### src/rtl/fetch_pkg.sv
// Shared widths, FSM state type and queue entry layout for the fetch sequencer.
package fetch_pkg;

  localparam int unsigned ADDR_W = 7;
  localparam int unsigned DATA_W = 32;
  localparam int unsigned STEP   = 4;
  localparam int unsigned DEPTH  = 4;
  localparam int unsigned PTR_W  = $clog2(DEPTH);
  localparam int unsigned CNT_W  = $clog2(DEPTH + 1);

  typedef enum logic [1:0] {
    BOOT = 2'd0,
    RUN  = 2'd1,
    HOLD = 2'd2
  } state_e;

  typedef struct packed {
    logic [ADDR_W-1:0] addr;
    logic              zero;
    logic [DATA_W-1:0] data;
  } fetch_entry_t;

endpackage

### src/rtl/fetch_if.sv
// Output stream of the fetch sequencer: valid/ready handshake plus head word.
//   master (fetch_unit): drives outValid, outInstr, outPc, outZero; reads outReady
//   slave  (consumer)  : reads the head fields; drives outReady
interface fetch_if;
  import fetch_pkg::*;

  logic              outValid;
  logic              outReady;
  logic [DATA_W-1:0] outInstr;
  logic [ADDR_W-1:0] outPc;
  logic              outZero;

  modport master (output outValid, output outInstr, output outPc, output outZero,
                  input outReady);
  modport slave  (input outValid, input outInstr, input outPc, input outZero,
                  output outReady);
endinterface

### src/rtl/fetch_fifo.sv
// Circular DEPTH-entry queue of fetched words.
//   clk, rst  : clock, async active-high reset
//   push_i    : write wdata_i at the tail (caller guarantees not full)
//   pop_i     : consumer accepts head (ignored when empty)
//   flush_i   : drop all entries, clear pointers and count
//   head_o    : head entry, or the last presented head while empty
//   valid_o   : queue not empty
//   count_o   : occupancy 0..DEPTH
module fetch_fifo
  import fetch_pkg::*;
(
  input  logic             clk,
  input  logic             rst,
  input  logic             push_i,
  input  logic             pop_i,
  input  logic             flush_i,
  input  fetch_entry_t     wdata_i,
  output fetch_entry_t     head_o,
  output logic             valid_o,
  output logic [CNT_W-1:0] count_o
);

  fetch_entry_t     mem_q [DEPTH];
  fetch_entry_t     hold_q;
  logic [PTR_W-1:0] wr_q, rd_q;
  logic [CNT_W-1:0] cnt_q;
  logic             pop_ok;

  assign valid_o = (cnt_q != '0);
  assign count_o = cnt_q;
  assign pop_ok  = pop_i & valid_o;
  assign head_o  = valid_o ? mem_q[rd_q] : hold_q;

  // Pointers and occupancy; DEPTH is a power of two so pointers wrap naturally.
  always_ff @(posedge clk or posedge rst) begin
    if (rst) begin
      wr_q  <= '0;
      rd_q  <= '0;
      cnt_q <= '0;
    end else if (flush_i) begin
      wr_q  <= '0;
      rd_q  <= '0;
      cnt_q <= '0;
    end else begin
      if (push_i) wr_q <= wr_q + PTR_W'(1);
      if (pop_ok) rd_q <= rd_q + PTR_W'(1);
      unique case ({push_i, pop_ok})
        2'b10:   cnt_q <= cnt_q + CNT_W'(1);
        2'b01:   cnt_q <= cnt_q - CNT_W'(1);
        default: ;
      endcase
    end
  end

  // Storage needs no reset: it is only observed once written.
  always_ff @(posedge clk) begin
    if (push_i && !flush_i) mem_q[wr_q] <= wdata_i;
  end

  // Keeps the head fields stable after the queue drains or is flushed.
  always_ff @(posedge clk or posedge rst) begin
    if (rst)          hold_q <= '0;
    else if (valid_o) hold_q <= mem_q[rd_q];
  end

endmodule

### src/rtl/fetch_unit.sv
// Fetch sequencer in front of a one-cycle registered word memory.
//   clk, rst   : clock, async active-high reset
//   dir        : byte address to the memory (current pc)
//   memData    : word returned by the memory one cycle after dir
//   memZero    : zero flag returned alongside memData
//   branchTake : redirect request, highest priority
//   branchDir  : redirect target (low two bits ignored)
//   deq        : output stream (valid/ready, head word, pc, zero flag)
module fetch_unit
  import fetch_pkg::*;
#(
  parameter logic [ADDR_W-1:0] RESET_PC = '0
) (
  input  logic              clk,
  input  logic              rst,
  output logic [ADDR_W-1:0] dir,
  input  logic [DATA_W-1:0] memData,
  input  logic              memZero,
  input  logic              branchTake,
  input  logic [ADDR_W-1:0] branchDir,
  fetch_if.master           deq
);

  localparam int unsigned CR_W = CNT_W + 1;

  state_e            state_q, state_d;
  logic [ADDR_W-1:0] pc_q, pc_d;
  logic              tag_vld_q, tag_vld_d;
  logic [ADDR_W-1:0] tag_addr_q, tag_addr_d;
  logic [CNT_W-1:0]  count;
  logic              head_valid, pop, push, credit_ok, issue;
  fetch_entry_t      push_entry, head;
  logic              unused_bdir_lsbs;

  assign unused_bdir_lsbs = ^branchDir[1:0];

  assign dir  = pc_q;
  assign pop  = head_valid & deq.outReady;
  // The tag marks a word now sitting on the memory output; a branch discards it.
  assign push = tag_vld_q & ~branchTake;
  assign push_entry = '{addr: tag_addr_q, zero: memZero, data: memData};

  // Room for one more word once queued, in-flight and departing words are counted.
  assign credit_ok = (CR_W'(count) + CR_W'(tag_vld_q)) < (CR_W'(DEPTH) + CR_W'(pop));

  // Next-state, issue and redirect.
  always_comb begin
    state_d    = state_q;
    pc_d       = pc_q;
    tag_vld_d  = 1'b0;
    tag_addr_d = tag_addr_q;
    issue      = 1'b0;
    unique case (state_q)
      BOOT: state_d = RUN;
      RUN: begin
        if (credit_ok) issue = 1'b1;
        else           state_d = HOLD;
      end
      HOLD: begin
        if (credit_ok) state_d = RUN;
      end
      default: state_d = BOOT;
    endcase
    if (issue) begin
      pc_d       = pc_q + ADDR_W'(STEP);
      tag_vld_d  = 1'b1;
      tag_addr_d = pc_q;
    end
    if (branchTake) begin
      pc_d      = {branchDir[ADDR_W-1:2], 2'b00};
      tag_vld_d = 1'b0;
      state_d   = RUN;
    end
  end

  // State register.
  always_ff @(posedge clk or posedge rst) begin
    if (rst) begin
      state_q    <= BOOT;
      pc_q       <= RESET_PC;
      tag_vld_q  <= 1'b0;
      tag_addr_q <= '0;
    end else begin
      state_q    <= state_d;
      pc_q       <= pc_d;
      tag_vld_q  <= tag_vld_d;
      tag_addr_q <= tag_addr_d;
    end
  end

  fetch_fifo u_fifo (
    .clk     (clk),
    .rst     (rst),
    .push_i  (push),
    .pop_i   (pop),
    .flush_i (branchTake),
    .wdata_i (push_entry),
    .head_o  (head),
    .valid_o (head_valid),
    .count_o (count)
  );

  assign deq.outValid = head_valid;
  assign deq.outInstr = head.data;
  assign deq.outPc    = head.addr;
  assign deq.outZero  = head.zero;

endmodule
### src/flat_wrapper.sv
// flat-port wrapper written by rule: the top's interface ports become plain ports
module fetch_unit_flat import fetch_pkg::*;
#(
  parameter logic [ADDR_W-1:0] RESET_PC = '0
)
  (clk, rst, dir, memData, memZero, branchTake, branchDir, deq_outValid, deq_outInstr, deq_outPc, deq_outZero, deq_outReady);
  fetch_if deq_i ();
  input  logic clk;
  input  logic rst;
  output logic [ADDR_W-1:0] dir;
  input  logic [DATA_W-1:0] memData;
  input  logic memZero;
  input  logic branchTake;
  input  logic [ADDR_W-1:0] branchDir;
  output wire logic [$bits(deq_i.outValid)-1:0] deq_outValid;
  output wire logic [$bits(deq_i.outInstr)-1:0] deq_outInstr;
  output wire logic [$bits(deq_i.outPc)-1:0] deq_outPc;
  output wire logic [$bits(deq_i.outZero)-1:0] deq_outZero;
  input wire logic [$bits(deq_i.outReady)-1:0] deq_outReady;
  assign deq_outValid = deq_i.outValid;
  assign deq_outInstr = deq_i.outInstr;
  assign deq_outPc = deq_i.outPc;
  assign deq_outZero = deq_i.outZero;
  assign deq_i.outReady = deq_outReady;
  fetch_unit #(.RESET_PC(RESET_PC)) u_core (.clk(clk), .rst(rst), .dir(dir), .memData(memData), .memZero(memZero), .branchTake(branchTake), .branchDir(branchDir), .deq(deq_i));
endmodule
### config.mk
export PLATFORM = sky130hd
export DESIGN_NAME = fetch_unit_flat
export DESIGN_NICKNAME = d
export VERILOG_FILES = /design/src/rtl/fetch_pkg.sv /design/src/rtl/fetch_if.sv /design/src/rtl/fetch_fifo.sv /design/src/rtl/fetch_unit.sv /design/src/flat_wrapper.sv
export SDC_FILE = /design/constraint.sdc
export NUM_CORES = 1
export LEC_CHECK = 0
export ABC_AREA = 1
export CORE_MARGIN = 8
export CORE_UTILIZATION = 25
export DETAILED_ROUTE_END_ITERATION = 12
export GPL_ROUTABILITY_DRIVEN = 0
export PLACE_DENSITY_LB_ADDON = 0.05
export SLEW_MARGIN = 25
export SYNTH_ARGS = -nofsm -noshare
export SYNTH_HDL_FRONTEND = slang
export SYNTH_SLANG_ARGS = --single-unit
### constraint.sdc
create_clock -name clk -period 3.15 [get_ports clk]
set_input_delay 0.63 -clock clk [delete_from_list [all_inputs] [get_ports clk]]
set_output_delay 0.63 -clock clk [all_outputs]
set_load 0.01 [all_outputs]
# --- Word-level counts from Yosys, hierarchy flattened ---
# Memory sizes are Yosys's and may differ from the RTL's.
# Cells that the tools add are included.
word_totals:
  regBits: 64
  ram_bits: 160
  elab_cells: 57
  out_inout_bits: 48
  input_bits: 44
  n_memories: 1
mem_list:
  columns: ["memory", "words", "word_bits", "rd", "rd_ports_with_merged_regs", "wr", "line", "source"]
  rows:
  - ["u_core.u_fifo.mem_q", 4, 40, 1, 0, 1, "fetch_fifo.sv:23", "fetch_entry_t mem_q [DEPTH];"]
op_classes:
  mux: 19
  bitwise_logic: 4
  n_eq_ne: 6
  reduce_logical: 9
  n_addsub: 7
  n_lt_le_gt_ge: 1
op_table:
  columns: ["operator", "n"]
  rows:
  - ["two-way mux 40 bit", 1]
  - ["two-way mux 2 bit", 7]
  - ["two-way mux 7 bit", 2]
  - ["adder 7 x 3 -> 7 bit (second input constant)", 1]
  - ["two-way mux 1 bit", 6]
  - ["one-hot mux 2 bit (3 select lines)", 1]
  - ["one-hot mux 3 bit (2 select lines)", 1]
  - ["nonzero test 2 bit", 3]
  - ["nonzero test 3 bit", 2]
  - ["adder 2 x 1 -> 2 bit (second input constant)", 2]
  - ["adder 3 x 1 -> 4 bit", 1]
  - ["adder 3 x 1 -> 4 bit (first input constant)", 1]
  - ["== test 2 x 1 -> 1 bit (second input constant)", 2]
  - ["== test 2 bit (second input constant)", 2]
  - ["less-than comparator 4 bit", 1]
  - ["adder 3 x 1 -> 3 bit (second input constant)", 1]
  - ["AND 1 bit", 3]
  - ["two-way mux 3 bit", 1]
  - ["!= test 3 x 2 -> 1 bit (second input constant)", 1]
  - ["!= test 3 bit (second input constant)", 1]
  - ["subtractor 3 x 1 -> 3 bit (second input constant)", 1]
  - ["zero test 2 bit", 1]
  - ["AND reduction 2 bit", 1]
  - ["logical AND 1 bit", 1]
  - ["2 further kinds", 2]

# --- Logic depth before layout (Yosys ltp) ---
logic_depth:
  word_depth: 8
  ltp_mapped: 10
  ltp_nobuf: 9

# --- Modules after synthesis ---
# From an unflattened synthesis, not the netlist that was laid out.
unflattened:
  cells_unflattened: 760
  area_unflattened_um2: 8809.7
modules_own_cells:
  columns: ["module", "cells_each", "seq_area_each_um2", "instances", "area_per_inst_um2"]
  rows:
  - ["fetch_fifo", 659, 5980.7, 1, 8041.5]
  - ["fetch_unit", 101, 325.3, 1, 768.2]

# --- Worst setup path after synthesis ---
# OpenSTA, ideal clock, no wires.
synth_path:
  kind: "in2reg"
  start: "in branchTake"
  end: "mem u_core.u_fifo.mem_q[0][0] in the netlist's numbering, enable pin"
  setup_ps: 433
  t_required_ps: 2717
  cell_stages: 4
  n_path_buf: 1
  arrival_ps: 2640
  setup_slack_ps: 77
  cell_sequence: "buf_4 -> inv_1 -> nand2_2 -> nor2_1"
synth_between:
  elab_chain_cells: 5
  word_cells_on_any_way: 6
  cone_classes: "2 x mux; 2 x bitwise; 2 x reduce/logical"
synth_lines:
  columns: ["item", "line", "source"]
  rows:
  - ["start: declaration", "flat_wrapper.sv:13", "input logic branchTake;"]
  - ["inverter 1 bit", "fetch_unit.sv:40", "assign push = tag_vld_q & ~branchTake;"]
  - ["AND 1 bit", "fetch_unit.sv:40", null]
  - ["logical AND 1 bit (*)", "fetch_fifo.sv:57", "if (push_i && !flush_i) mem_q[wr_q] <= wdata_i;"]
  - ["two-way mux 1 bit (*)", "fetch_fifo.sv:57", null]
  - ["two-way mux 1 bit (not written as such) (*)", "fetch_fifo.sv:57", null]
  - ["end: declaration", "fetch_fifo.sv:23", null]
# Mark *: on every way between the ends. The rest lies on a longest branch, timed or not.

# --- Worst setup path after layout ---
layout_path:
  start: "reg u_core.u_fifo.rd_q[0]"
  end: "out deq_outInstr[2]"
layout_between:
  elab_chain_cells: 2
layout_lines:
  columns: ["item", "line", "source"]
  rows:
  - ["start: declaration", "fetch_fifo.sv:25", "logic [PTR_W-1:0] wr_q, rd_q;"]
  - ["start signal: assignment", "fetch_fifo.sv:46", "if (pop_ok) rd_q <= rd_q + PTR_W'(1);"]
  - ["memory read (4 x 40 bit)", null, null]
  - ["two-way mux 40 bit", null, null]
  - ["end: declaration", "flat_wrapper.sv:16", "output wire logic [$bits(deq_i.outInstr)-1:0] deq_outInstr;"]
# Every way passes these cells.

==> metrics.yaml <==
run_status:
  status: "finished, final reports clean"
routing:
  detail-route-antenna-nets: 0
  post-route-drc-count: 0
  first_pass_iters: 4
  routed_wl_microns: 22400
  drt_iter0_drc: 161
  routedWlPerCell_microns: 17.9
  vias_per_cell: 4.23
  vias: 5294
critical_path:
  rrSetupSlack_ps: 1050
  rr_worst_depth: 10
  r2r-end: "u_core.u_fifo.count_o[2]$_DFFE_PP0P_"
  cp-startpoint: "u_core.u_fifo.rd_q[0]$_DFFE_PP0P_"
  endpoint_kind: "output pin"
  worstSetupStartpointType: "flip-flop"
  cp_max_fo: 32
  r2r-start: "u_core.u_fifo.count_o[0]$_DFFE_PP0P_"
  cp.required_ps: 2520
  crit_path_end: "deq_outInstr[2]"
  critPathKind: "flip-flop to output pin"
  critPathArrivalTime_ps: 2410
timing:
  setup_viol: 0
  min_period_over_period_pct: 96.5
  fmax_mhz: 329
  clock_skew_ps: 8.62
  tightest_slew_ps: 514
  hold_viol_final: 0
  setup_tns_ps: 0
  slew_viol_final: 0
  max_slew_margin_pct: 65.7
  rsz0062_at_grt: "true"
  period_needed_ps: 3040
  hold_slack_ps: 392
yosys:
  avgSynthCellArea_sq_um: 12.2
  ys_seq_elements: 212
  syn_area_sq_mm: 0.00832
  synthCells: 683
  seq_area_frac_synth_pct: 72.9
  yosys_warnings: 0
  synth_cell_types: 29
worst_hold_path:
  hp-class: "input port to asynchronous set/reset pin"
power:
  pwr_density_cell_mw_per_mm2: 1020
  max-vdd-ir-drop_mv: 0.375
  p_leak_nw: 3.95
cells_and_area:
  final_area_sq_mm: 0.0109
  diodes: 0
  fill_cells: 3279
  layout-drive-gt1-share_pct: 13.9
  area_growth_pct: 30.9
  post-route-util_pct: 32.9
  fin_nets: 838
clock_tree:
  cts_buffer_depth: 3
  root_buffer: "clkbuf_16"
  ctsHoldBuffers: 0
  numCtsBuffers: 25
  cts.reportedPaths.clkPinSlew_ps: 60
  htree_levels: 1
  clk_latency_ps: 510
  numClockSinks: 212
  cts_tree: "yes"
placed_design:
  placed_area_sq_mm: 0.00983
  hpwl_microns: 12800
  io_buffers: 87
global_route:
  busiest_layer: "met2"
  met1_usage_pct: 14.4
  grt_pass1_wl_microns: 33400
  grt_use_total_pct: 11.1
  overflow: 0
  use_met3_pct: 2.17
  grt_max_degree: 53
  first_global_vias: 5524
  antenna_found_initial: 0
  use_met2_pct: 19.1
floorplan:
  fp-row-count: 67
  initial_utilization_pct: 25.1
  design.die.area_sq_mm: 0.0394
  design.core.area_sq_mm: 0.0331
  die_height_microns: 198
  die_w_microns: 198
  io_pins: 92
job:
  max-cap-violations: 0
-- Yosys cell counts --
| library cell | number | share of area (%) |
|---|---|---|
| o21ai_2 | 5 | 0.53 |
| nor2_1 | 201 | 9.1 |
| nand3_4 | 1 | 0.21 |
| clkbuf_1 | 11 | 0.50 |
| ha_1 | 7 | 1.1 |
| conb_1 | 1 | 0.045 |
| nand2_1 | 38 | 1.7 |
| clkbuf_2 | 2 | 0.12 |
| buf_4 | 8 | 0.72 |
| a22oi_1 | 1 | 0.090 |
| a21oi_2 | 1 | 0.11 |
| buf_2 | 16 | 0.96 |
| edfxtp_1 | 152 | 55 |
| a21oi_1 | 2 | 0.12 |
| o21ai_1 | 4 | 0.24 |
| nand3_1 | 9 | 0.54 |
| inv_1 | 26 | 1.2 |
| a31oi_1 | 38 | 2.9 |
| xnor2_1 | 1 | 0.11 |
| o21ai_0 | 82 | 4.9 |
| xor2_1 | 3 | 0.32 |
| a21o_1 | 1 | 0.090 |
| fa_1 | 1 | 0.24 |
| dfrtp_1 | 60 | 18 |
| buf_6 | 1 | 0.14 |
| nand2_2 | 2 | 0.15 |
| nand3_2 | 7 | 0.84 |
| inv_2 | 1 | 0.045 |
| buf_8 | 1 | 0.18 |
-- cell type report --
type / instances / area [sq um] / area share, %
multi-input combinational: 406 / 2120 / 19.5
tap: 448 / 561 / 5.15
sequential: 212 / 6070 / 55.7
clock inverter: 12 / 165 / 1.52
clock buffer: 33 / 676 / 6.20
timing repair buffer: 114 / 1200 / 11.0
inverter: 27 / 105 / 0.965
-- worst max-delay path, cell delays in order (launching register included) --
cell and delay, ps:
dfrtp_2 450, inv_4 170, buf_12 210, buf_4 160, o21ai_0 110, a31oi_2 210, clkdlybuf4s50_1 580
-- flip-flops by register name, indices dropped and copies added (netlist names) --
signal	flops
u_core.state_q	2
u_core.tag_vld_q	1
u_core.u_fifo.count_o	3
u_core.tag_addr_q	5
u_core.u_fifo.hold_q	40
u_core.dir	5
u_core.u_fifo.wr_q	2
u_core.u_fifo.rd_q	2
u_core.u_fifo.mem_q	152
-- metal layers --
| metal | vias to the layer above | wire length, microns |
|---|---|---|
| met5 | - | 0 |
| li1 | 2575 | - |
| met2 | 84 | 10800 |
| met4 | 0 | 299 |
| met1 | 2611 | 10400 |
| met3 | 24 | 908 |
-- repair_timing --
| action | CTS | global route |
|---|---|---|
| pin swaps | 0 | 1 |
| endpoints found under the setup margin | 16 | 33 |
| gates resized for setup | 24 | 17 |
| setup buffers | 0 | 2 |
| gates cloned | 0 | 1 |
-- through the flow --
stage	power (mW)	setup slack (ps)	cells
2_1_floorplan	5.97	76.6	684
3_3_place_gp	8.03	409	1204
3_5_place_dp	8.06	420	1204
4_1_cts	11.2	-21.9	1249
5_1_grt	11.9	-13.1	1252
6_report	11.2	111	1252
-- cell usage in the layout (no fill, tap or decap), drive strengths merged --
| cell | n |
|---|---|
| nor2 | 201 |
| edfxtp | 152 |
| o21ai | 91 |
| clkdlybuf4s50 | 75 |
| dfrtp | 60 |
| nand2 | 40 |
| a31oi | 38 |
| clkbuf | 34 |
| inv | 26 |
| buf | 26 |
| nand3 | 17 |
| clkinv | 8 |
| ha | 7 |
| dlymetal6s2s | 7 |
| dlygate4sd2 | 5 |
| bufinv | 4 |
| xor2 | 3 |
| a21oi | 3 |
| conb | 2 |
| a22oi | 1 |
| a21o | 1 |
| xnor2 | 1 |
| fa | 1 |
| clkinvlp | 1 |
-- logic make-up after synthesis --
logic type                 synth area share, %
other                                   0.0451
AOI/OAI and AO/OA                         8.96
buffers and inverters                     3.84
and+or+nand+nor                           12.5
DFF                                       72.9
xor gates and xnor gates                 0.421
adders and majority gates                 1.29
-- worst min path at each step --
| stage | start | end | slack (ps) | cells after the start |
|---|---|---|---|---|
| detailed placement | u_core.u_fifo.hold_q[33]$_DFF_PP0_ | u_core.u_fifo.hold_q[33]$_DFF_PP0_ | 490 | 2 |
| floorplan | u_core.tag_addr_q[2]$_DFFE_PP0P_ | u_core.u_fifo.mem_q[0][35]$_DFFE_PP_ | 480 | 0 |
| finish | rst | u_core.u_fifo.hold_q[27]$_DFF_PP0_ | 390 | 2 |
| CTS | rst | u_core.u_fifo.hold_q[27]$_DFF_PP0_ | 390 | 2 |
| global route | rst | u_core.u_fifo.hold_q[27]$_DFF_PP0_ | 400 | 2 |
| global placement | u_core.u_fifo.hold_q[34]$_DFF_PP0_ | u_core.u_fifo.hold_q[34]$_DFF_PP0_ | 480 | 2 |
-- report_power, final --
group          internal [mW]  total (mW)  switching, mW
sequential              3.58        3.84          0.261
combinational           1.89        4.37           2.48
clock                   1.83        2.95           1.12
total                   7.29        11.2           3.86
Power figures use the tool's default switching activity.
